[config.mk]
export PLATFORM = sky130hd
export DESIGN_NAME = lfsr_encrypt_engine
export DESIGN_NICKNAME = d
export VERILOG_FILES = /design/src/rtl/enc_pkg.sv /design/src/rtl/lfsr7_step.sv /design/src/rtl/lfsr_encrypt_engine.sv
export SDC_FILE = /design/constraint.sdc
export NUM_CORES = 1
export LEC_CHECK = 0
export BUFFER_PORTS_ARGS = -buffer_cell sky130_fd_sc_hd__buf_2
export CORE_UTILIZATION = 55
export DETAILED_ROUTE_END_ITERATION = 12
export MAX_ROUTING_LAYER = met4
export PLACE_DENSITY = 0.74
export SLEW_MARGIN = 20
export SYNTH_ARGS = -nofsm -noshare
export SYNTH_HDL_FRONTEND = slang
export SYNTH_SLANG_ARGS = --single-unit
[constraint.sdc]
create_clock -name clk -period 4.2 [get_ports clk]
set_clock_uncertainty 0.15 [all_clocks]
set_input_delay 0 -clock clk [delete_from_list [all_inputs] [get_ports clk]]
set_output_delay 0 -clock clk [all_outputs]
set_load 0.1 [all_outputs]
[src/rtl/enc_pkg.sv]
// Shared types and constants for the LFSR encryption engine.
package enc_pkg;

  // Controller states: parameter fetch, then an RD/WR pair per output byte.
  typedef enum logic [2:0] {
    S_IDLE,
    S_P61,
    S_P62,
    S_P63,
    S_PCAP,
    S_RD,
    S_WR,
    S_DONE
  } state_e;

  // Fixed locations of the run parameters in data memory.
  localparam logic [7:0] PRE_ADDR  = 8'd61;
  localparam logic [7:0] TAP_ADDR  = 8'd62;
  localparam logic [7:0] INIT_ADDR = 8'd63;

  // Character used for leading/trailing padding.
  localparam logic [7:0] PAD_CHAR = 8'h20;

  // Legal range of the leading pad length.
  localparam logic [7:0] PRE_MIN = 8'd10;
  localparam logic [7:0] PRE_MAX = 8'd15;

  // Force a raw pad-length byte into [PRE_MIN, PRE_MAX].
  function automatic logic [7:0] clamp_pre(input logic [7:0] raw);
    logic [7:0] v;
    v = raw;
    if (raw < PRE_MIN) v = PRE_MIN;
    if (raw > PRE_MAX) v = PRE_MAX;
    return v;
  endfunction

  // XOR the low seven bits with the key and put even parity into bit 7.
  function automatic logic [7:0] seal_byte(input logic [7:0] plain, input logic [6:0] key);
    logic [6:0] c7;
    c7 = plain[6:0] ^ key;
    return {^c7, c7};
  endfunction

endpackage

[src/rtl/lfsr7_step.sv]
// One step of the 7-bit Fibonacci-style LFSR: shift left, feed back tap parity.
module lfsr7_step (
  input  logic [6:0] state_i,
  input  logic [6:0] taps_i,
  output logic [6:0] next_o
);

  // New bit 0 is the XOR of all tapped state bits.
  always_comb begin
    next_o = {state_i[5:0], ^(state_i & taps_i)};
  end

endmodule

[src/rtl/lfsr_encrypt_engine.sv]
// Reads a message and run parameters from data memory, pads the message,
// encrypts it with a 7-bit LFSR keystream and writes the result back.
module lfsr_encrypt_engine
  import enc_pkg::*;
#(
  parameter int MSG_MAX  = 49,
  parameter int OUT_BASE = 64,
  parameter int OUT_LEN  = 64
) (
  input  logic       clk,
  input  logic       rst,
  input  logic       start,
  output logic       done,
  output logic       busy,
  output logic [7:0] mem_addr,
  output logic       mem_wr_en,
  output logic [7:0] mem_wdata,
  input  logic [7:0] mem_rdata
);

  state_e     state_q, state_d;
  logic       busy_q, busy_d;
  logic       done_q, done_d;
  logic [7:0] mem_addr_q, mem_addr_d;
  logic       mem_wr_en_q, mem_wr_en_d;
  logic [6:0] lfsr_q, lfsr_d;
  logic [6:0] taps_q, taps_d;
  logic [7:0] pre_q, pre_d;
  logic [7:0] idx_q, idx_d;

  logic [6:0] lfsr_next;
  logic [7:0] plain;

  // True when output byte idx carries a message character rather than padding.
  function automatic logic in_msg(input logic [7:0] idx, input logic [7:0] pre);
    logic [8:0] lo;
    logic [8:0] hi;
    lo = {1'b0, pre};
    hi = {1'b0, pre} + 9'(MSG_MAX);
    return ({1'b0, idx} >= lo) && ({1'b0, idx} < hi);
  endfunction

  lfsr7_step u_step (
    .state_i(lfsr_q),
    .taps_i (taps_q),
    .next_o (lfsr_next)
  );

  // Plain byte for the current WR cycle: read data is the character fetched in RD.
  always_comb begin
    plain = in_msg(idx_q, pre_q) ? mem_rdata : PAD_CHAR;
  end

  // Write data is only meaningful while the strobe is up; otherwise zero.
  always_comb begin
    mem_wdata = 8'h00;
    if (state_q == S_WR) mem_wdata = seal_byte(plain, lfsr_q);
  end

  // Next-state, datapath and registered-output computation.
  always_comb begin
    state_d     = state_q;
    lfsr_d      = lfsr_q;
    taps_d      = taps_q;
    pre_d       = pre_q;
    idx_d       = idx_q;
    busy_d      = 1'b0;
    done_d      = 1'b0;
    mem_addr_d  = 8'h00;
    mem_wr_en_d = 1'b0;

    case (state_q)
      S_IDLE:  if (start) state_d = S_P61;
      S_P61:   state_d = S_P62;
      S_P62: begin
        pre_d   = clamp_pre(mem_rdata);
        state_d = S_P63;
      end
      S_P63: begin
        taps_d  = mem_rdata[6:0];
        state_d = S_PCAP;
      end
      S_PCAP: begin
        lfsr_d  = (mem_rdata[6:0] == 7'h00) ? 7'h01 : mem_rdata[6:0];
        idx_d   = 8'h00;
        state_d = S_RD;
      end
      S_RD:    state_d = S_WR;
      S_WR: begin
        lfsr_d = lfsr_next;
        if (idx_q == 8'(OUT_LEN - 1)) begin
          state_d = S_DONE;
        end else begin
          idx_d   = idx_q + 8'd1;
          state_d = S_RD;
        end
      end
      S_DONE:  if (start) state_d = S_P61;
      default: state_d = S_IDLE;
    endcase

    // Outputs are a function of the state being entered, so they are
    // stable for the whole cycle spent in that state.
    busy_d = (state_d != S_IDLE) && (state_d != S_DONE);
    case (state_d)
      S_P61:  mem_addr_d = PRE_ADDR;
      S_P62:  mem_addr_d = TAP_ADDR;
      S_P63:  mem_addr_d = INIT_ADDR;
      S_RD:   mem_addr_d = in_msg(idx_d, pre_d) ? (idx_d - pre_d) : 8'h00;
      S_WR: begin
        mem_addr_d  = 8'(OUT_BASE) + idx_d;
        mem_wr_en_d = 1'b1;
      end
      S_DONE: done_d = 1'b1;
      default: ;
    endcase
  end

  // State and output registers with synchronous reset.
  always_ff @(posedge clk) begin
    if (rst) begin
      state_q     <= S_IDLE;
      busy_q      <= 1'b0;
      done_q      <= 1'b0;
      mem_addr_q  <= 8'h00;
      mem_wr_en_q <= 1'b0;
      lfsr_q      <= 7'h00;
      taps_q      <= 7'h00;
      pre_q       <= 8'h00;
      idx_q       <= 8'h00;
    end else begin
      state_q     <= state_d;
      busy_q      <= busy_d;
      done_q      <= done_d;
      mem_addr_q  <= mem_addr_d;
      mem_wr_en_q <= mem_wr_en_d;
      lfsr_q      <= lfsr_d;
      taps_q      <= taps_d;
      pre_q       <= pre_d;
      idx_q       <= idx_d;
    end
  end

  assign done      = done_q;
  assign busy      = busy_q;
  assign mem_addr  = mem_addr_q;
  assign mem_wr_en = mem_wr_en_q;

endmodule

After elaboration in Yosys (flattened, before gate mapping)
Index checks and enable logic that the tools add are counted.

Add/subtract/negate cells: 5. Magnitude comparators: 6. Eq/ne operators: 15. Multiplexer cells: 16. Bitwise operators: 2. Reductions and logical operators: 10.

Operators by type and width (count): 8-bit 2-to-1 mux (6); 8-bit case mux with 5 select lines (1); 3-bit == test, second input constant (7); 3-bit case mux with 7 select lines (1); 8-bit by 6-bit adder with 9-bit output, second input constant (2); 8-bit by 9-bit < comparator with 1-bit output (2); 8-bit >= comparator (2); 8-bit case mux with 2 select lines (1); 7-bit 2-to-1 mux (2); 7-bit case mux with 2 select lines (1); 7-bit parity (2); 3-bit by 2-bit == test with 1-bit output, second input constant (4); 7-bit by 8-bit adder with 8-bit output, first input constant (1); 8-bit by 1-bit adder with 8-bit output, second input constant (1); 8-bit by 6-bit == test with 1-bit output, second input constant (1); 8-bit by 4-bit > comparator with 1-bit output, second input constant (1); 8-bit by 4-bit < comparator with 1-bit output, second input constant (1); 8-bit subtractor (1); 7-bit bitwise AND (1); 7-bit logical NOT (1); 7-bit XOR (1); 3-bit by 1-bit == test with 1-bit output, second input constant (2); 1-bit logical AND (3); 3-bit logical NOT (1); other kinds (7) (8).

Bits in registers: 44. Bits of input ports: 11. Output and inout port bits: 19.

Depth between registers and ports, before layout
Gate-level depths: netlist of run 1.

Depth in word-level cells: 9. Mapped depth: 15. Gate-level depth less buffers: 14.

By module
Synthesis of run 1 repeated with hierarchy kept, for this count alone.

Cell total of the unflattened synthesis: 454. Area total of the unflattened synthesis: 3568.4 um^2.

By module, submodules not included: lfsr_encrypt_engine (times used 1, cells an instance 437, area an instance 3434.5 um^2); lfsr7_step (times used 1, cells an instance 17, area an instance 133.9 um^2).

Worst setup path before layout of run 1
No wires, ideal clock.

Kind: flip-flop to output port. Start: reg pre_q[0]. End: out mem_wdata[7]. Data arrival time: 3.464 ns. Required time: 4.050 ns. Path slack: 0.586 ns. Stages on the path, launching flop included: 12. Buffers on the path: 0. Path through: dfxtp_1 > ha_1 > nand3_1 > nand2_1 > xnor2_1 > ha_1 > a2111oi_0 > nand2_1 > a31o_2 > a211oi_1 > xnor2_1 > nor2_1.

Longest elaborated chain between the ends: 7.

RTL lines: from (decl) (line lfsr_encrypt_engine.sv:28) `logic [7:0] pre_q, pre_d;`; from (signal assigned) (line lfsr_encrypt_engine.sv:139) `pre_q <= pre_d;`; 8-bit by 6-bit adder with 9-bit output (line lfsr_encrypt_engine.sv:39) `hi = {1'b0, pre} + 9'(MSG_MAX);`; 8-bit by 9-bit < comparator with 1-bit output (line lfsr_encrypt_engine.sv:40) `return ({1'b0, idx} >= lo) && ({1'b0, idx} < hi);`; 1-bit logical AND * (line lfsr_encrypt_engine.sv:40); 7-bit 2-to-1 mux * (line lfsr_encrypt_engine.sv:51) `plain = in_msg(idx_q, pre_q) ? mem_rdata : PAD_CHAR;`; 7-bit XOR * (line enc_pkg.sv:40) `c7 = plain[6:0] ^ key;`; 7-bit parity * (line enc_pkg.sv:41) `return {^c7, c7};`; 8-bit 2-to-1 mux * (line lfsr_encrypt_engine.sv:57) `if (state_q == S_WR) mem_wdata = seal_byte(plain, lfsr_q);`; to (decl) (line lfsr_encrypt_engine.sv:17) `output logic [7:0] mem_wdata,`.

Mark *: on every way between the ends. The rest lies on a longest branch, timed or not.

Worst setup path after layout of run 1
Start: reg idx_q[1]. End: reg mem_addr_q[7] (netlist: mem_addr[7]).

Longest elaborated chain between the ends: 7.

RTL lines: from (decl) (line lfsr_encrypt_engine.sv:29) `logic [7:0] idx_q, idx_d;`; from (signal assigned) (line lfsr_encrypt_engine.sv:140) `idx_q <= idx_d;`; 8-bit by 1-bit adder with 8-bit output or 8-bit by 6-bit == test with 1-bit output (tied branches) (line lfsr_encrypt_engine.sv:94, lfsr_encrypt_engine.sv:91); 8-bit 2-to-1 mux (line lfsr_encrypt_engine.sv:91) `if (idx_q == 8'(OUT_LEN - 1)) begin`; 8-bit case mux with 2 select lines * (line lfsr_encrypt_engine.sv:72) `case (state_q)`; named net idx_d[1] (line lfsr_encrypt_engine.sv:29); 8-bit by 9-bit < comparator with 1-bit output or 8-bit >= comparator (tied branches) (line lfsr_encrypt_engine.sv:40); 1-bit logical AND (line lfsr_encrypt_engine.sv:40); 8-bit 2-to-1 mux (line lfsr_encrypt_engine.sv:109) `S_RD: mem_addr_d = in_msg(idx_d, pre_d) ? (idx_d - pre_d) : 8'h00;`; 8-bit case mux with 5 select lines * (line lfsr_encrypt_engine.sv:105) `case (state_d)`; to (signal assigned) (line lfsr_encrypt_engine.sv:135) `mem_addr_q <= mem_addr_d;`; to (decl) (line lfsr_encrypt_engine.sv:24) `logic [7:0] mem_addr_q, mem_addr_d;`.

The timed path passes the listed nets; every way through them passes the cells marked *. A chain may end at the register's enable or synchronous reset.

==> flow_metrics.tcl, run 1 <==
set metrics [dict create \
    crit_fanout 7 \
    status "completed" \
    remaining_drc_errors 0 \
    setup_viol 0 \
    crit_path_frequent_cell "ha_1" \
    cts_root_buffer "clkbuf_8" \
    initial_core_util 0.578 \
    rrSetupSlack_ps 270 \
    dp_cells 530 \
    relSlewSlack 0.478 \
    dieArea_um2 6650 \
    antenna_cells 0 \
    nNetsFinal 516 \
    clockBufferDepth 2 \
    clkSinkCount 44 \
    cp-end-kind "register" \
    cts_tree "yes" \
    critPathKind "reg2reg" \
    rows 28 \
    ir_drop_mv 0.237 \
    tightest_slew_ps 784 \
    synth_compound_area_frac 0.236 \
    tns_ps 0 \
    portBuffers 29 \
    area_growth_pct 11.9 \
    clkLatencyLatePin_ps 300 \
    placed_cell_area_um2 3700 \
    synth_ff_type "dfxtp_1" \
    drt_wl_total_mm 8.93 \
    synth_warnings 0 \
    slew_violations 0 \
    fin_crit_ps 3930 \
    syn_inst 437 \
    yosys-top-cells-area "dfxtp_1 (25%), ha_1 (13%), xnor2_1 (7.8%)" \
    final_common_cell "nor2_1" \
    power.density_nw_per_um2 300 \
    core_um2 6030 \
    ys_async_sr_fraction 0 \
    rsz0062_at_grt "no" \
    synth-seq-cells 44 \
    syn_area_um2 3480 \
    fill_cells 531 \
    synth_top_family_by_area "compound AO/OA/AOI/OAI gates" \
    via_count 3242 \
    groute.usage.overall 0.292 \
    slowest_delay_ps 660 \
    viasPerCell 5.95 \
    cp-start-kind "register" \
    synthAdderAreaFrac 0.132 \
    crit_arrival_ps 3970 \
    cts_hold_buf 7 \
    cp_data_required_time_ps 4250 \
    cts_made_buffers 5 \
    overflow 0 \
    hpwl_mm 6.73 \
    yosys.cell_types.count 62 \
    final_cell_mix "nor2_1 (61), dfxtp_1 (44), nand2_1 (36), ha_1 (35), xnor2_1 (31)" \
    hp-class "in2reg" \
    fmax_mhz 255 \
    drive_gt1_frac 0.140 \
    synth_nets 484 \
    p_leak_nw 1.61 \
    dr.first_iter.drc_count 184 \
    synthMuxAreaShare 0.0201 \
    yosysSeqAreaShare 0.253 \
    stdcell_area_um2 3890 \
    wire_per_inst_um 16.4 \
    place.gp.congestion 0.873 \
    die_h_um 81.6 \
    slowest_stage "or4_1" \
    ant_nets 0 \
    dieWidth_um 81.6 \
    instances_no_fill 545 \
    post-cts-setup-buffers 0 \
    synthXorXnorAreaFrac 0.0981 \
    grt_pass1_wl_mm 14.3 \
    grt_max_degree 40 \
    drt-pass1-iter-count 4 \
    yosysTopAreaCell "dfxtp_1" \
    synth_edf_count 0 \
    cts_resized 0 \
    finalCritPeriodShare 0.935 \
    multi_input_area_um2 2400 \
    htree_levels 2 \
    cp_cell_sequence "ha_1, nand3_2, or4_1, nand3_1, nand2_1, a22oi_1, inv_1, ha_1, nor2b_1, nor3_1, o21bai_1, a311oi_1, xnor2_1, a22o_1" \
    area.sequential_um2 881 \
    cts.clk_slew.worst_paths_ps 90 \
    syn_area_per_cell_um2 7.97 \
    boundaryPins 30 \
    yosysTopAreaCellShare 0.253 \
    grt_pass1_vias 2929 \
    hold_violations 0 \
    synth-simple-area-share 0.205 \
    antenna_found_initial 0 \
    max_cap_viol_count 0 \
]
-- synthesized netlist by cell type, drive strengths merged (5+ instances only) --
master / instances
clkbuf: 11
inv: 26
xor2: 8
a21oi: 33
o21a: 6
a211oi: 18
xnor2: 31
nor4: 5
nand2: 36
nand3: 7
nor2: 62
nor2b: 8
buf: 11
ha: 35
mux2i: 7
dfxtp: 44
nor3: 13
o21ai: 22
-- area by class of cell --
| cell class | instances | area share |
|---|---|---|
| clock buffers | 6 | 0.0212 |
| well taps | 75 | 0.0241 |
| multi-input cells | 345 | 0.617 |
| flip-flops and latches | 44 | 0.226 |
| inverters | 26 | 0.0251 |
| clock inverters | 2 | 0.00996 |
| repair buffers | 47 | 0.0765 |
-- path summary, 6_finish.rpt --
| check | startpoint | to | depth (start not counted) |
|---|---|---|---|
| max reg2reg | idx_q[1]$_SDFF_PP0_ | mem_addr[7]$_SDFF_PP0_ | 14 |
| min | mem_rdata[0] | taps_q[0]$_SDFFE_PP0N_ | 5 |
| max | idx_q[1]$_SDFF_PP0_ | mem_addr[7]$_SDFF_PP0_ | 14 |
| min reg2reg | taps_q[0]$_SDFFE_PP0N_ | taps_q[0]$_SDFFE_PP0N_ | 2 |
-- metrics by stage --
stage / setup WS [ps] / hold WS [ps] / power (W) / util
after floorplan: 586 / -26.7 / 0.000747 / -
after global placement: 445 / 209 / 0.000817 / 0.615
after detailed placement: 329 / 221 / 0.000821 / 0.615
after CTS: 296 / 6.15 / 0.00117 / 0.646
after global routing: 25.1 / 82.5 / 0.00122 / 0.646
final: 275 / 8.59 / 0.00117 / 0.646
-- state kept, by name, summed over array words and instances (netlist names) --
register / flops
taps_q: 7
idx_q: 8
busy: 1
pre_q: 8
mem_wr_en: 1
done: 1
mem_addr: 8
lfsr_q: 7
state_q: 3
-- power by group --
| group | internal (W) | switching, W | leakage, nW | total [W] |
|---|---|---|---|---|
| Combinational | 0.000132 | 0.000236 | 1.19 | 0.000368 |
| Sequential | 0.000435 | 0.0000164 | 0.358 | 0.000452 |
| Clock | 0.000195 | 0.000154 | 0.0614 | 0.000349 |
-- layer usage --
| metal | vias to the layer above | part of all wire | GRT usage |
|---|---|---|---|
| met5 | - | 0 | - |
| met4 | 0 | 0.014 | 0.0842 |
| met3 | 14 | 0.049 | 0.0378 |
| met2 | 96 | 0.47 | 0.479 |
| met1 | 1517 | 0.47 | 0.374 |
| li1 | 1615 | - | - |
-- critical path: cells and delay by family (launching register included) --
family                   cells  cell delay [ps]
AND/OR/NAND/NOR              6             1340
XOR/XNOR                     1              110
buffers and inverters        1              120
flip-flops                   1              470
AO/OA/AOI/OAI                4             1040
adder cells (fa/ha/maj)      2              590
-- cell families (layout without fill, tap and decap cells) --
group,after synthesis,count (layout)
simple gates,149,149
compound gates,114,114
buf+inv,48,81
flops,44,44
xor+xnor,39,39
fa+ha+maj,36,36
mux,7,7
Note: power is estimated with default switching activity, not from simulation.
==> run 2, diff against run 1 <==
GPL_TIMING_DRIVEN = 0   (was not set)
==> run 2 against run 1 <==
- fmax shrank 1.4%
- design area grew 0.32%
- sequential power is essentially flat
- worst hold slack gained 2.3 ps
- utilization grew 0.21 points
- clock-buffer cell count is the same
- critical path type unchanged
- global-route usage grew 0.35 points
- sequential share of layout area shrank 0.072 points
- routed wire length shrank 0.95%
- combinational power is essentially flat
- die area is the same
==> flow_metrics.tcl, run 2 (synthesis gave the netlist of run 1 again) <==
set metrics [dict create \
    status "completed" \
    antenna_cells 0 \
    grt_max_degree 15 \
    drt_wl_total_mm 8.85 \
    slew_violations 0 \
    ir_drop_mv 0.202 \
    fill_cells 551 \
    instances_no_fill 552 \
    fin_crit_ps 3980 \
    p_leak_nw 1.60 \
    finalCritPeriodShare 0.948 \
    dieWidth_um 81.6 \
    dr.first_iter.drc_count 208 \
    overflow 0 \
    htree_levels 2 \
    viasPerCell 5.96 \
    power.density_nw_per_um2 299 \
    place_ws_ps 231 \
    boundaryPins 30 \
    rsz0062_at_grt "no" \
    cts_made_buffers 5 \
    slowest_delay_ps 470 \
    crit_path_frequent_cell "ha_1" \
    utilization 0.648 \
    place.gp.congestion 0.877 \
    cp-end-kind "register" \
    rows 28 \
    critPathKind "reg2reg" \
    setup_viol 0 \
    tns_ps 0 \
    ant_nets 0 \
    crit_buf_inv 2 \
    dp_cells 538 \
    crit_fanout 10 \
    multi_input_area_um2 2420 \
    nNetsFinal 523 \
    drive_gt1_frac 0.136 \
    max_cap_viol_count 0 \
    cp_data_required_time_ps 4280 \
    hp-class "in2reg" \
    cts.clk_slew.worst_paths_ps 90 \
    drt-pass1-iter-count 4 \
    wire_per_inst_um 16.0 \
    cts_root_buffer "clkbuf_8" \
    post-cts-setup-buffers 0 \
    dieArea_um2 6650 \
    hold_violations 0 \
    via_count 3288 \
    clkLatencyLatePin_ps 300 \
    die_h_um 81.6 \
    grt_pass1_vias 3098 \
    final_cell_mix "nor2_1 (61), dfxtp_1 (44), nand2_1 (36), ha_1 (35), buf_2 (34)" \
    cp_cell_sequence "or3b_1, buf_2, a41oi_2, a21oi_2, inv_1, ha_1, nand3_1, xnor2_1, o21ai_0, ha_1, o21a_1, o211ai_1, o21ai_1, a211oi_4, a22o_1" \
    area.sequential_um2 881 \
    antenna_found_initial 0 \
    cts_tree "yes" \
    hpwl_mm 6.92 \
    groute.usage.overall 0.295 \
    clockBufferDepth 2 \
    clkSinkCount 44 \
    portBuffers 26 \
    tightest_slew_ps 915 \
    crit_arrival_ps 4060 \
    final_common_cell "nor2_1" \
    remaining_drc_errors 0 \
    power_w 0.00117 \
    relSlewSlack 0.382 \
    area_growth_pct 12.2 \
    cp-start-kind "register" \
    fmax_mhz 251 \
    core_um2 6030 \
    fin_ws_ps 219 \
    critPathTopFamily "compound AO/OA/AOI/OAI gates" \
    initial_core_util 0.578 \
    grt_pass1_wl_mm 14.7 \
    slowest_stage "or3b_1" \
]
[run 2: per-layer routing]
layer  GRT usage  vias to the layer above  share of wire
li1            -                     1626              -
met3      0.0367                       11          0.042
met4      0.0825                        0          0.013
met5           -                        -              0
met1       0.386                     1562           0.47
met2       0.478                       89           0.48
[run 2: worst paths after layout]
path	startpoint	endpoint	slack [ps]	cells past startpoint
max	state_q[0]$_SDFF_PP0_	mem_addr[7]$_SDFF_PP0_	220	15
min	mem_rdata[0]	taps_q[0]$_SDFFE_PP0N_	10	5
max reg2reg	state_q[0]$_SDFF_PP0_	mem_addr[7]$_SDFF_PP0_	220	15
min reg2reg	taps_q[2]$_SDFFE_PP0N_	taps_q[2]$_SDFFE_PP0N_	350	2
[run 2: timing repair]
action	in CTS	in global routing
endpoints found under the hold margin	8	0
endpoints found under the setup margin	0	8
gates resized for setup	0	4
hold buffers	6	0
[run 2: where the power goes]
part | switching, W | internal (W)
clock | 0.000152 | 0.000195
sequential | 0.0000169 | 0.000435
combinational | 0.000239 | 0.000130
[run 2: through the flow]
stage	instance area (um2)	hold WS [ps]
after floorplan	3480	-26.7
after global placement	3710	165
after detailed placement	3710	163
after CTS	3890	7.07
after global routing	3910	43.4
final	3910	10.9
[run 2: worst register-to-register path: stages (launching register included)]
cell and delay [ps]:
dfxtp_1 380, or3b_1 470, buf_2 240, a41oi_2 230, a21oi_2 120, inv_1 130, ha_1 270, nand3_1 140
xnor2_1 150, o21ai_0 270, ha_1 300, o21a_1 190, o211ai_1 150, o21ai_1 120, a211oi_4 400, a22o_1 210
[run 2: final cells by class]
class	count	area share
clock inverter	2	0.00993
timing repair buffer	32	0.0487
tap	75	0.0240
multi-input combinational	345	0.620
buffer	22	0.0256
inverter	26	0.0250
sequential	44	0.225
clock buffer	6	0.0211
==> run 3, diff against run 2 <==
CORE_ASPECT_RATIO = 0.5   (was not set)
CORE_MARGIN = 2   (was not set)
==> run 3 against run 2 <==
- critical path depth down 4
- design area up 1.8%
- global-route usage is 2.0 points lower
- sequential power about the same
- cell count is 2.4% higher
- clock-buffer cell count unchanged
- first-iteration DRC count up 12%
- via count is 2.4% lower
- fmax decreased by 0.18%
- sequential share of layout area decreased by 0.37 points
- utilization increased by 0.57 points
- sequential cell count unchanged
- critical path type unchanged
- highest routed layer unchanged
==> flow_metrics.tcl, run 3 (synthesis gave the netlist of run 1 again) <==
set metrics [dict create \
    status "completed" \
    r2r-end "mem_addr[4]$_SDFF_PP0_" \
    cp_data_required_time_ps 4230 \
    overflow 0 \
    dieArea_um2 7020 \
    grt_pass1_vias 2899 \
    dieWidth_um 117 \
    antenna_found_initial 0 \
    remaining_drc_errors 0 \
    dr.first_iter.drc_count 233 \
    clockPowerShare 0.362 \
    post-cts-setup-buffers 0 \
    swShare 0.326 \
    place.gp.congestion 0.995 \
    p_leak_nw 1.62 \
    portBuffers 26 \
    clkLatencyLatePin_ps 290 \
    tns_ps 0 \
    cts_made_buffers 5 \
    max_cap_viol_count 0 \
    viasPerCell 5.68 \
    cp-end-kind "register" \
    finalCritPeriodShare 0.949 \
    rrSetupSlack_ps 210 \
    ir_drop_mv 0.159 \
    clockBufferDepth 2 \
    cts_root_buffer "clkbuf_16" \
    nNetsFinal 523 \
    drt-pass1-iter-count 6 \
    wire_per_inst_um 15.6 \
    groute.usage.overall 0.275 \
    relSlewSlack 0.216 \
    hold_violations 0 \
    reg2reg_depth 11 \
    fin_ws_ps 212 \
    boundaryPins 30 \
    power.density_nw_per_um2 322 \
    initial_core_util 0.573 \
    drt_wl_total_mm 8.80 \
    place_ws_ps 216 \
    critPathKind "reg2reg" \
    fin_crit_ps 3990 \
    tightest_slew_ps 1160 \
    htree_levels 2 \
    die_h_um 60.3 \
    p_seq_frac 0.353 \
    via_count 3210 \
    hp-class "in2reg" \
    final_common_cell "nor2_1" \
    slew_violations 0 \
    internal_power_w 0.000862 \
    fmax_mhz 251 \
    reg2reg_from "state_q[1]$_SDFF_PP0_" \
    setup_viol 0 \
    cts.clk_slew.worst_paths_ps 60 \
    grt_pass1_wl_mm 14.2 \
    ant_nets 0 \
    crit_arrival_ps 4020 \
    grt_max_degree 15 \
    crit_fanout 10 \
    cts_tree "yes" \
    p_switching_w 0.000417 \
    rows 20 \
    crit_start "state_q[1]$_SDFF_PP0_" \
    p_comb_frac 0.285 \
    core_um2 6080 \
    clkSinkCount 44 \
    rsz0062_at_grt "no" \
    antenna_cells 0 \
    final_cell_mix "nor2_1 (61), dfxtp_1 (43), nand2_1 (36), ha_1 (35), buf_2 (34)" \
    hpwl_mm 6.73 \
    cp-start-kind "register" \
    cp-endpoint "mem_addr[4]$_SDFF_PP0_" \
    drive_gt1_frac 0.136 \
    area_growth_pct 14.2 \
]
==> run 3: cell counts in the layout (fill, tap and decap cells not counted) <==
Identical to the previous run, type by type.
==> run 3: cell type report <==
cell class	count	area, um2
timing repair buffer	32	190
fill	523	2100
clock inverter	2	38.8
inverter	26	97.6
sequential	44	882
tap	88	110
clock buffer	6	139
multi-input combinational	345	2420
buffer	22	100
==> run 3: layer usage <==
metal / GRT usage / share of wire
met1: 0.375 / 0.50
met2: 0.419 / 0.43
met3: 0.0558 / 0.063
met4: 0.0680 / 0.0097
met5: - / 0
==> run 3: stage by stage <==
| stage | instance area, um2 | instances | utilization | power [W] | hold WS (ps) |
|---|---|---|---|---|---|
| global placement | 3720 | 551 | 0.612 | 0.000815 | 166 |
| detailed placement | 3720 | 551 | 0.612 | 0.000817 | 173 |
| global route | 3980 | 565 | 0.654 | 0.00134 | 40.7 |
| floorplan | 3480 | 437 | - | 0.000747 | -26.7 |
| finish | 3980 | 565 | 0.654 | 0.00128 | 10.8 |
| CTS | 3960 | 565 | 0.651 | 0.00128 | 3.90 |
==> run 3: power by group through the flow <==
stage          registers, W  logic, W  clock network [W]
2_1_floorplan      0.000516  0.000232                  0
3_3_place_gp       0.000461  0.000354                  0
3_5_place_dp       0.000461  0.000356                  0
4_1_cts            0.000452  0.000362           0.000469
5_1_grt            0.000455  0.000400           0.000486
6_report           0.000452  0.000364           0.000463
==> run 3: how the worst min path moves through the flow <==
stage | start | to | slack (ps) | cells after the start
2_1_floorplan | rst | mem_wr_en$_SDFF_PP0_ | -30 | 1
3_3_place_gp | rst | mem_wr_en$_SDFF_PP0_ | 170 | 2
3_5_place_dp | rst | mem_wr_en$_SDFF_PP0_ | 170 | 2
4_1_cts | mem_rdata[0] | taps_q[0]$_SDFFE_PP0N_ | 4 | 5
5_1_grt | mem_rdata[0] | taps_q[0]$_SDFFE_PP0N_ | 40 | 5
6_report | mem_rdata[0] | taps_q[0]$_SDFFE_PP0N_ | 10 | 5
==> run 3: worst max-delay path: stages, from the launching register on <==
cell and delay, ps:
dfxtp_1 400, buf_2 260, nand3b_1 130, clkbuf_1 260, o41ai_1 980, ha_1 450, o21a_1 130, o31a_1 130
o31a_1 280, nor4_2 250, a211oi_4 110, a221o_1 340
==> run 3: repair_timing <==
| item | 4_1_cts | 5_1_grt |
|---|---|---|
| hold endpoints to repair | 8 | 0 |
| setup endpoints to repair | 0 | 8 |
| hold buffers | 6 | 0 |
| gates resized for setup | 0 | 4 |
